### config.mk
export PLATFORM = sky130hd
export DESIGN_NAME = mem_port_arbiter_flat
export DESIGN_NICKNAME = d
export VERILOG_FILES = /design/src/rtl/mem_port_arbiter_if.sv /design/src/rtl/mem_port_arbiter.sv /design/src/flat_wrapper.sv
export SDC_FILE = /design/constraint.sdc
export NUM_CORES = 1
export LEC_CHECK = 0
export ABC_CLOCK_PERIOD_IN_PS = 2500
export CORE_MARGIN = 2
export CORE_UTILIZATION = 25
export CTS_CLUSTER_DIAMETER = 200
export DETAILED_ROUTE_END_ITERATION = 16
export GPL_ROUTABILITY_DRIVEN = 0
export GPL_TIMING_DRIVEN = 0
export PLACE_DENSITY_LB_ADDON = 0.1
export SETUP_SLACK_MARGIN = 0.5
export SYNTH_ARGS = -nofsm -noshare
export SYNTH_HDL_FRONTEND = slang
export SYNTH_SLANG_ARGS = --single-unit
### constraint.sdc
create_clock -name clk -period 2.5 [get_ports clk]
set_clock_uncertainty 0.1 [all_clocks]
set_input_delay 0.5 -clock clk [delete_from_list [all_inputs] [get_ports clk]]
set_output_delay 0.5 -clock clk [all_outputs]
set_load 0.05 [all_outputs]
### src/rtl/mem_port_arbiter_if.sv
`timescale 1ns/1ps
`default_nettype none
// ============================================================================
//  Module      : mem_port_arbiter_if
//  Description : Requester (fetch/data) and memory-side bundle of the shared
//                memory port arbiter.
//  Revision    : 1.0  initial release
// ============================================================================
interface mem_port_arbiter_if #(
    parameter int ADDR_W = 16,
    parameter int DATA_W = 16
) ();
    logic              req0;
    logic [ADDR_W-1:0] addr0;
    logic              gnt0;
    logic              ack0;

    logic              req1;
    logic              we1;
    logic [ADDR_W-1:0] addr1;
    logic [DATA_W-1:0] wdata1;
    logic              gnt1;
    logic              ack1;

    logic [DATA_W-1:0] rdata;

    logic              mem_read;
    logic              mem_write;
    logic [ADDR_W-1:0] mem_addr;
    logic [DATA_W-1:0] mem_wdata;
    logic [DATA_W-1:0] mem_rdata;

    // Requesters plus the memory device sit on the master side.
    modport master (
        output req0, addr0, req1, we1, addr1, wdata1, mem_rdata,
        input  gnt0, ack0, gnt1, ack1, rdata,
        input  mem_read, mem_write, mem_addr, mem_wdata
    );

    modport slave (
        input  req0, addr0, req1, we1, addr1, wdata1, mem_rdata,
        output gnt0, ack0, gnt1, ack1, rdata,
        output mem_read, mem_write, mem_addr, mem_wdata
    );
endinterface
`default_nettype wire

### src/rtl/mem_port_arbiter.sv
`timescale 1ns/1ps
`default_nettype none
// ============================================================================
//  Module      : mem_port_arbiter
//  Description : Two-requester arbiter (fetch / data) for a single-ported
//                memory. Build option MEM_ARB_ROUND_ROBIN_EN selects
//                round-robin instead of fixed priority with anti-starvation.
//  Revision    : 1.0  initial release
// ============================================================================
module mem_port_arbiter #(
    parameter int ADDR_W     = 16,
    parameter int DATA_W     = 16,
    parameter int STARVE_MAX = 4
) (
    input  wire logic        clk,
    input  wire logic        rst_n,
    mem_port_arbiter_if.slave bus
);

    typedef enum logic [0:0] {
        ST_IDLE   = 1'b0,
        ST_ACCESS = 1'b1
    } state_t;

    state_t            r_state;
    logic              r_owner;
    logic [ADDR_W-1:0] r_addr;
    logic [DATA_W-1:0] r_wdata;
    logic [DATA_W-1:0] r_rdata;
    logic              r_mem_read;
    logic              r_mem_write;
    logic              r_ack0;
    logic              r_ack1;

    logic              w_idle;
    logic              w_pick0;
    logic              w_gnt0;
    logic              w_gnt1;

    // Grants are combinational and forced low while reset is asserted.
    assign w_idle = (r_state == ST_IDLE) && rst_n;
    assign w_gnt0 = w_idle && bus.req0 && (!bus.req1 || w_pick0);
    assign w_gnt1 = w_idle && bus.req1 && !w_gnt0;

`ifdef MEM_ARB_ROUND_ROBIN_EN
    logic r_last1;

    assign w_pick0 = r_last1;

    always_ff @(posedge clk or negedge rst_n) begin
        if (!rst_n) begin
            r_last1 <= 1'b1;
        end else if (w_gnt0) begin
            r_last1 <= 1'b0;
        end else if (w_gnt1) begin
            r_last1 <= 1'b1;
        end
    end
`else
    localparam int CNT_W = (STARVE_MAX < 1) ? 1 : $clog2(STARVE_MAX + 1);
    localparam logic [CNT_W-1:0] STARVE_LIMIT = CNT_W'(STARVE_MAX);

    logic [CNT_W-1:0] r_starve_cnt;

    assign w_pick0 = (r_starve_cnt == STARVE_LIMIT);

    // Counts consecutive contested losses of the fetch port.
    always_ff @(posedge clk or negedge rst_n) begin
        if (!rst_n) begin
            r_starve_cnt <= '0;
        end else if (r_state == ST_IDLE) begin
            if (w_gnt0 || !bus.req0) begin
                r_starve_cnt <= '0;
            end else if (w_gnt1 && (r_starve_cnt != STARVE_LIMIT)) begin
                r_starve_cnt <= r_starve_cnt + CNT_W'(1);
            end
        end
    end
`endif

    always_ff @(posedge clk or negedge rst_n) begin
        if (!rst_n) begin
            r_state     <= ST_IDLE;
            r_owner     <= 1'b0;
            r_addr      <= '0;
            r_wdata     <= '0;
            r_rdata     <= '0;
            r_mem_read  <= 1'b0;
            r_mem_write <= 1'b0;
            r_ack0      <= 1'b0;
            r_ack1      <= 1'b0;
        end else begin
            r_ack0 <= 1'b0;
            r_ack1 <= 1'b0;
            case (r_state)
                ST_IDLE: begin
                    if (w_gnt0 || w_gnt1) begin
                        r_state     <= ST_ACCESS;
                        r_owner     <= w_gnt1;
                        r_addr      <= w_gnt1 ? bus.addr1 : bus.addr0;
                        r_mem_read  <= !(w_gnt1 && bus.we1);
                        r_mem_write <= w_gnt1 && bus.we1;
                        if (w_gnt1) begin
                            r_wdata <= bus.wdata1;
                        end
                    end
                end
                ST_ACCESS: begin
                    r_state     <= ST_IDLE;
                    r_mem_read  <= 1'b0;
                    r_mem_write <= 1'b0;
                    if (!r_mem_write) begin
                        r_rdata <= bus.mem_rdata;
                    end
                    r_ack0 <= !r_owner;
                    r_ack1 <= r_owner;
                end
                default: begin
                    r_state <= ST_IDLE;
                end
            endcase
        end
    end

    assign bus.gnt0      = w_gnt0;
    assign bus.gnt1      = w_gnt1;
    assign bus.ack0      = r_ack0;
    assign bus.ack1      = r_ack1;
    assign bus.rdata     = r_rdata;
    assign bus.mem_read  = r_mem_read;
    assign bus.mem_write = r_mem_write;
    assign bus.mem_addr  = r_addr;
    assign bus.mem_wdata = r_wdata;

endmodule
`default_nettype wire

### src/flat_wrapper.sv
// flat-port wrapper written by rule: the top's interface ports become plain ports
module mem_port_arbiter_flat 
#(
    parameter int ADDR_W     = 16,
    parameter int DATA_W     = 16,
    parameter int STARVE_MAX = 4
)
  (clk, rst_n, bus_req0, bus_addr0, bus_req1, bus_we1, bus_addr1, bus_wdata1, bus_mem_rdata, bus_gnt0, bus_ack0, bus_gnt1, bus_ack1, bus_rdata, bus_mem_read, bus_mem_write, bus_mem_addr, bus_mem_wdata);
  mem_port_arbiter_if #(.ADDR_W(ADDR_W), .DATA_W(DATA_W)) bus_i ();
  input  wire logic clk;
  input  wire logic rst_n;
  input wire logic [$bits(bus_i.req0)-1:0] bus_req0;
  input wire logic [$bits(bus_i.addr0)-1:0] bus_addr0;
  input wire logic [$bits(bus_i.req1)-1:0] bus_req1;
  input wire logic [$bits(bus_i.we1)-1:0] bus_we1;
  input wire logic [$bits(bus_i.addr1)-1:0] bus_addr1;
  input wire logic [$bits(bus_i.wdata1)-1:0] bus_wdata1;
  input wire logic [$bits(bus_i.mem_rdata)-1:0] bus_mem_rdata;
  output wire logic [$bits(bus_i.gnt0)-1:0] bus_gnt0;
  output wire logic [$bits(bus_i.ack0)-1:0] bus_ack0;
  output wire logic [$bits(bus_i.gnt1)-1:0] bus_gnt1;
  output wire logic [$bits(bus_i.ack1)-1:0] bus_ack1;
  output wire logic [$bits(bus_i.rdata)-1:0] bus_rdata;
  output wire logic [$bits(bus_i.mem_read)-1:0] bus_mem_read;
  output wire logic [$bits(bus_i.mem_write)-1:0] bus_mem_write;
  output wire logic [$bits(bus_i.mem_addr)-1:0] bus_mem_addr;
  output wire logic [$bits(bus_i.mem_wdata)-1:0] bus_mem_wdata;
  assign bus_i.req0 = bus_req0;
  assign bus_i.addr0 = bus_addr0;
  assign bus_i.req1 = bus_req1;
  assign bus_i.we1 = bus_we1;
  assign bus_i.addr1 = bus_addr1;
  assign bus_i.wdata1 = bus_wdata1;
  assign bus_i.mem_rdata = bus_mem_rdata;
  assign bus_gnt0 = bus_i.gnt0;
  assign bus_ack0 = bus_i.ack0;
  assign bus_gnt1 = bus_i.gnt1;
  assign bus_ack1 = bus_i.ack1;
  assign bus_rdata = bus_i.rdata;
  assign bus_mem_read = bus_i.mem_read;
  assign bus_mem_write = bus_i.mem_write;
  assign bus_mem_addr = bus_i.mem_addr;
  assign bus_mem_wdata = bus_i.mem_wdata;
  mem_port_arbiter #(.ADDR_W(ADDR_W), .DATA_W(DATA_W), .STARVE_MAX(STARVE_MAX)) u_core (.clk(clk), .rst_n(rst_n), .bus(bus_i));
endmodule
==> impl_metrics.toml, run 1 <==
[grt]
antenna_found_initial = 0
grt_pass1_wl_mm = 10.3
grt_max_degree = 61
grt_pass1_vias = 2024
grtUsageTotal = 0.132
grt-ovfl-total = 0

[worst_setup_path]
slowest_stage = "dfrtp_1"
cp_cell_sequence = "inv_2 > ha_4 > and3_4 > and3b_2 > buf_8 > buf_8 > buf_8"
crit_family = "buffers and inverters"
rr_worst_depth = 7
r2r_start = "u_core.r_starve_cnt[1]"
crit_type = "reg2out"
crit_top_cell = "buf_8"
rr_endpoint = "u_core.bus.mem_wdata[13]"
path_max_fanout = 3
cpPeakStageDelay_ns = 0.39
critPathBufInv = 4
worstPathArrival_ns = 1.70
cp-start-kind = "flop"
cp_data_required_time_ns = 1.90
critPathCapture = "bus_gnt1"
path_depth = 7
crit_start = "u_core.r_starve_cnt[1]"
r2r_setup_slack_ns = 0.62
critical_path.endpoint_type = "primary output"

[cts]
clk_pin_slew_worst_paths_ns = 0.07
tritoncts = "yes"
htree_levels = 3
root_buffer = "clkbuf_8"
cts_made_buffers = 9
clockBufferDepth = 2
clkLatencyLatePin_ns = 0.32
cts_sinks = 57

[placed_design]
hpwlAfterDp_mm = 4.49
place_area_um2 = 3750
io_buffers = 122

[finish]
seqCellArea_um2 = 1430
nets = 392
multiInputGateArea_um2 = 793
final_core_util = 0.436
diodes = 0
design_area_um2 = 4030
syn_to_final_growth_pct = 69.9
fillers = 895
drive_above_1_share = 0.236

[synth]
synth_top_area_frac = 0.602
seq_area_frac_synth = 0.602
yosysMostFrequentCell = "dfrtp_1"
synth_ff_type = "dfrtp_1"
synth-edff-count = 0
ys_ff_latch = 57
yosys.area.top_type = "dfrtp_1"
synthCells = 178
ys_top_cells_by_area = "dfrtp_1 (60%), mux2_2 (16%), inv_1 (5.2%), a222oi_1 (3.8%), a221o_1 (3.0%)"
ys_warn_count = 0
netlist-cell-type-count = 28
synth_nets = 249
synth_common_cells = "dfrtp_1 (57), inv_1 (33), mux2_2 (33)"
syn_area_um2 = 2370
syn_area_per_cell_um2 = 13.3
async_reset_ff_frac = 1.00

[power]
leakage_nw = 1.90
power_density_nw_per_um2 = 804
max-vdd-ir-drop_mv = 0.328

[die]
die_w_um = 101
rows = 35
die_h_um = 101
core_um2 = 9240
die-area_um2 = 10300
ios = 123
start_util = 0.256

[routing]
routed_wl_mm = 6.54
post-route-drc-count = 0
post_drt_wl_per_cell_um = 14.4
vias = 1971
ant_nets = 0
drt_iter0_drc = 78
viasPerCell = 4.33
drt_pass1_iterations = 7

[sta]
rsz0062_at_grt = "yes"
finalCriticalPeriod_ns = 2.30
hold_violations = 57
fmax_ghz = 0.434
setup_viol = 0
slew_headroom = 0.646
worstMarginPinSlew_ns = 0.534
period_share = 0.921
whs_ns = -0.0651
drv_slew = 0

[min_path]
hold_path_class = "in2async"

[status]
status = "complete, but fails checks"
violations = "hold timing"

[flow_run]
drv_cap = 0
through the flow:
step	cells	TNS [ns]	total power (W)	worst slack, ns
floorplan	178	0	0.00198	0.534
global placement	429	-159.90	0.00250	-3.20
detailed placement	429	-4.96	0.00250	-1.15
CTS	454	0	0.00329	0.185
global route	455	0	0.00341	0.120
finish	455	0	0.00324	0.198
flip-flops by register name, summed over array words and instances, names as in the netlist:
signal,flops
u_core.bus.ack0,1
u_core.bus.ack1,1
u_core.bus.mem_addr,16
u_core.bus.mem_read,1
u_core.bus.mem_wdata,16
u_core.bus.mem_write,1
u_core.bus.rdata,16
u_core.r_owner,1
u_core.r_starve_cnt,3
u_core.r_state,1
per-layer routing:
layer | part of all wire | track usage
met1 | 0.45 | 0.173
met4 | 0.012 | 0.0520
met5 | 0 | 0
met3 | 0.085 | 0.0462
met2 | 0.45 | 0.199
cell type report:
| class | count | area share |
|---|---|---|
| sequential | 57 | 0.354 |
| tap | 129 | 0.0401 |
| timing repair buffer | 132 | 0.311 |
| clock inverter | 5 | 0.0137 |
| inverter | 33 | 0.0308 |
| buffer | 9 | 0.0174 |
| multi-input combinational | 79 | 0.197 |
| clock buffer | 11 | 0.0351 |
power breakdown:
| part | leakage [nW] | internal (W) | total (W) | switching [W] |
|---|---|---|---|---|
| clock network | 0.0953 | 0.000484 | 0.000860 | 0.000376 |
| registers | 0.678 | 0.00109 | 0.00116 | 0.0000757 |
| logic | 1.12 | 0.000413 | 0.00121 | 0.000800 |
| total | 1.90 | 0.00199 | 0.00324 | 0.00125 |
worst min-delay path by stage:
stage | startpoint | to | slack, ns | cells past startpoint
after detailed placement | u_core.r_owner | u_core.bus.ack0 | 0.35 | 1
final | rst_n | u_core.bus.mem_addr[4] | -0.07 | 1
after CTS | rst_n | u_core.bus.rdata[11] | -0.06 | 1
after global placement | u_core.r_owner | u_core.bus.ack0 | 0.34 | 1
after floorplan | rst_n | u_core.bus.ack0 | 0.10 | 0
after global routing | rst_n | u_core.bus.mem_addr[4] | -0.06 | 1
worst register-to-register path, delay by kind of cell (launching register included):
family,cells,cell delay [ns]
buf+inv,3,0.38
mux,1,0.35
flops,1,0.37
simple gates,2,0.41
fa+ha+maj,1,0.16
kinds of logic after synthesis:
group | after synthesis | share of synthesized area
flops | 57 | 0.602
buf+inv | 42 | 0.0755
mux | 33 | 0.157
compound gates | 25 | 0.0945
simple gates | 19 | 0.0607
fa+ha+maj | 2 | 0.0106
what timing repair did:
item,4_1_cts,5_1_grt
setup buffers,9,1
endpoints found under the setup margin,90,28
pin swaps,2,0
endpoints found under the hold margin,57,57
resized for setup,80,7
cell usage in the layout, fill, tap and decap left out, types with 7 or more instances in the layout:
cell and n:
dfrtp_1 57, clkdlybuf4s50_1 66, buf_4 11, mux2_2 33
dlygate4sd2_1 53, inv_1 31, clkbuf_8 10, and4b_1 7
a221o_1 7, a222oi_1 9
Power figures use the tool's default switching activity.
==> run 2: changes to the inputs <==
Settings changed: ABC_AREA set to 1, PLACE_DENSITY set to 0.52, PLACE_DENSITY_LB_ADDON 0.1 to not set.
==> run 2 against run 1 <==
Compared with the run above: the flow now finishes without violations; utilization is 1.4 points higher; count of clock-buffer cells in the layout rose by 1; first-iteration DRC count decreased by 44%; die area about the same; area after synthesis is 0.11% higher; hold slack gained 0.089 ns.
==> impl_metrics.toml, run 2 <==
[placed_design]
dp_slack_ns = -1.18
io_buffers = 122
hpwlAfterDp_mm = 4.54

[finish]
final_common_cell = "nand2_1"
multiInputGateArea_um2 = 886
fillers = 936
nets = 452
layout_common_cells = "nand2_1 (88), clkdlybuf4s50_1 (65), dfrtp_1 (57), dlygate4sd2_1 (53)"
drive_above_1_share = 0.176
syn_to_final_growth_pct = 75.3
seqCellArea_um2 = 1430
diodes = 0

[sta]
fmax_ghz = 0.461
period_share = 0.867
drv_slew = 0
setup_viol = 0
hold_violations = 0
setup_slack_ns = 0.332
slew_headroom = 0.652
worstMarginPinSlew_ns = 0.524
finalCriticalPeriod_ns = 2.17
rsz0062_at_grt = "yes"

[synth]
synthCells = 235
ys_warn_count = 0
ys_top_cells_by_area = "dfrtp_1 (60%), nand2_1 (14%), mux2_4 (6.3%), mux2_2 (2.8%), o21ai_0 (2.5%)"
async_reset_ff_frac = 1.00
ys_ff_latch = 57
netlist-cell-type-count = 20
synth_simple_gate_area_frac = 0.196
synth_compound_area_frac = 0.0464
synth_ff_type = "dfrtp_1"
syn_area_um2 = 2370
synth-edff-count = 0
syn_area_per_cell_um2 = 10.1
synth_nets = 306
synthXorXnorAreaFrac = 0.00369
yosysMostFrequentCell = "nand2_1"
yosys.area.top_type = "dfrtp_1"
synth_top_family_by_area = "simple AND/OR/NAND/NOR gates"
seq_area_frac_synth = 0.601
synthAdderAreaFrac = 0.0105
synth_mux_area_frac = 0.0918
synth_common_cells = "nand2_1 (90), dfrtp_1 (57), nor2_1 (12), o21ai_0 (12)"
synth_top_area_frac = 0.601

[worst_setup_path]
critPathBufInv = 4
worstPathArrival_ns = 1.57
cp_data_required_time_ns = 1.90
r2r_start = "u_core.r_starve_cnt[1]"
r2r_setup_slack_ns = 0.66
path_max_fanout = 2
cpPeakStageDelay_ns = 0.39
crit_start = "u_core.r_starve_cnt[1]"
slowest_stage = "dfrtp_1"
cp-start-kind = "flop"
critical_path.endpoint_type = "primary output"
cp_cell_sequence = "inv_2 > ha_4 > nand2_4 > nand2_4 > nand3_4 > nand2_4 > inv_6 > buf_8 > buf_8"
rr_worst_depth = 10
crit_top_cell = "nand2_4"
path_depth = 9
rr_endpoint = "u_core.bus.mem_addr[13]"
crit_family = "flip-flops"
crit_type = "reg2out"

[die]
start_util = 0.257
ios = 123
core_um2 = 9240
die_h_um = 101
rows = 35
die_w_um = 101
die-area_um2 = 10300

[grt]
grt-ovfl-total = 0
grt_max_degree = 30
gr-max-usage-layer = "met2"
grt_pass1_wl_mm = 11.0
grtUsageTotal = 0.140
met2_usage = 0.223
antenna_found_initial = 0
grt_pass1_vias = 2235
gr-usage-met3 = 0.0428
globalRouteMet1Util = 0.178

[routing]
vias = 2116
drt_pass1_iterations = 4
viasPerCell = 4.11
drt_iter0_drc = 44
post_drt_wl_per_cell_um = 13.2
routed_wl_mm = 6.82
ant_nets = 0
post-route-drc-count = 0

[power]
power_density_nw_per_um2 = 844
max-vdd-ir-drop_mv = 0.384
leakage_nw = 2.03
fin_total_pwr_w = 0.00351

[cts]
clk_pin_slew_worst_paths_ns = 0.07
tritoncts = "yes"
root_buffer = "clkbuf_8"
cts_made_buffers = 9
clockBufferDepth = 2
htree_levels = 3
cts_sinks = 57
clkLatencyLatePin_ns = 0.33

[status]
status = "finished clean"

[min_path]
hold_path_class = "in2async"

[flow_run]
drv_cap = 0
-- run 2: cell count changes after synthesis, sizes merged, moves of 10 or more --
| cell | previous run | this run |
|---|---|---|
| inv | 33 | 11 |
| o21ai | 2 | 12 |
| nand3 | 0 | 10 |
| mux2 | 33 | 16 |
| nand2 | 3 | 91 |
| nor2 | 2 | 12 |
-- run 2: metal layers --
layer / up-vias / wire length [um]
met5: - / 0
met4: 0 / 123
met3: 11 / 433
met2: 70 / 3280
met1: 992 / 2990
li1: 1043 / -
-- run 2: timing repair --
action | 4_1_cts | 5_1_grt
resized for setup | 83 | 11
hold endpoints to repair | 28 | 0
setup buffers | 8 | 2
setup endpoints to repair | 90 | 2
pin swaps | 3 | 5
gates cloned | 1 | 0
hold buffers | 2 | 0
-- run 2: kinds of logic (layout without fill, tap and decap cells) --
| group | Yosys count | in the layout |
|---|---|---|
| buf+inv | 20 | 171 |
| mux | 16 | 16 |
| xor+xnor | 1 | 1 |
| fa+ha+maj | 2 | 2 |
| compound gates | 22 | 22 |
| flops | 57 | 57 |
| simple gates | 117 | 117 |
-- run 2: per-stage QoR --
| step | TNS (ns) | instance area, um^2 | instances | utilization | hold WS [ns] |
|---|---|---|---|---|---|
| after floorplan | 0 | 2370 | 235 | - | 0.104 |
| after global placement | -153.68 | 3760 | 486 | 0.407 | 0.355 |
| after detailed placement | -3.48 | 3750 | 486 | 0.406 | 0.360 |
| after CTS | 0 | 4100 | 513 | 0.444 | 0.0117 |
| after global routing | 0 | 4160 | 515 | 0.450 | 0.0109 |
| final | 0 | 4160 | 515 | 0.450 | 0.0234 |
-- run 2: how the worst max path moves through the flow --
| stage | end | slack, ns |
|---|---|---|
| after global placement | bus_gnt1 | -3.20 |
| after CTS | bus_gnt1 | 0.31 |
| after floorplan | bus_gnt1 | 0.62 |
| after detailed placement | bus_gnt1 | -1.18 |
| final | bus_gnt1 | 0.33 |
| after global routing | bus_gnt1 | 0.26 |
-- run 2: final cells by class --
type	count	share of cell area
buffer	9	0.0208
sequential	57	0.343
timing repair buffer	135	0.318
inverter	11	0.0111
clock inverter	4	0.0181
clock buffer	12	0.0373
tap	129	0.0388
multi-input combinational	158	0.213
-- run 2: report_power, final --
group	internal, W	switching (W)
clock network	0.000616	0.000380
logic	0.000444	0.000886
registers	0.00110	0.0000852
-- run 2: worst reg2reg max path, cell delays in order, from the launching register on --
cell,delay [ns]
dfrtp_1,0.36
inv_2,0.06
ha_4,0.16
nand2_4,0.06
nand2_4,0.06
nand3_4,0.08
buf_4,0.11
buf_4,0.09
buf_1,0.30
o21ai_0,0.20
a21oi_1,0.18
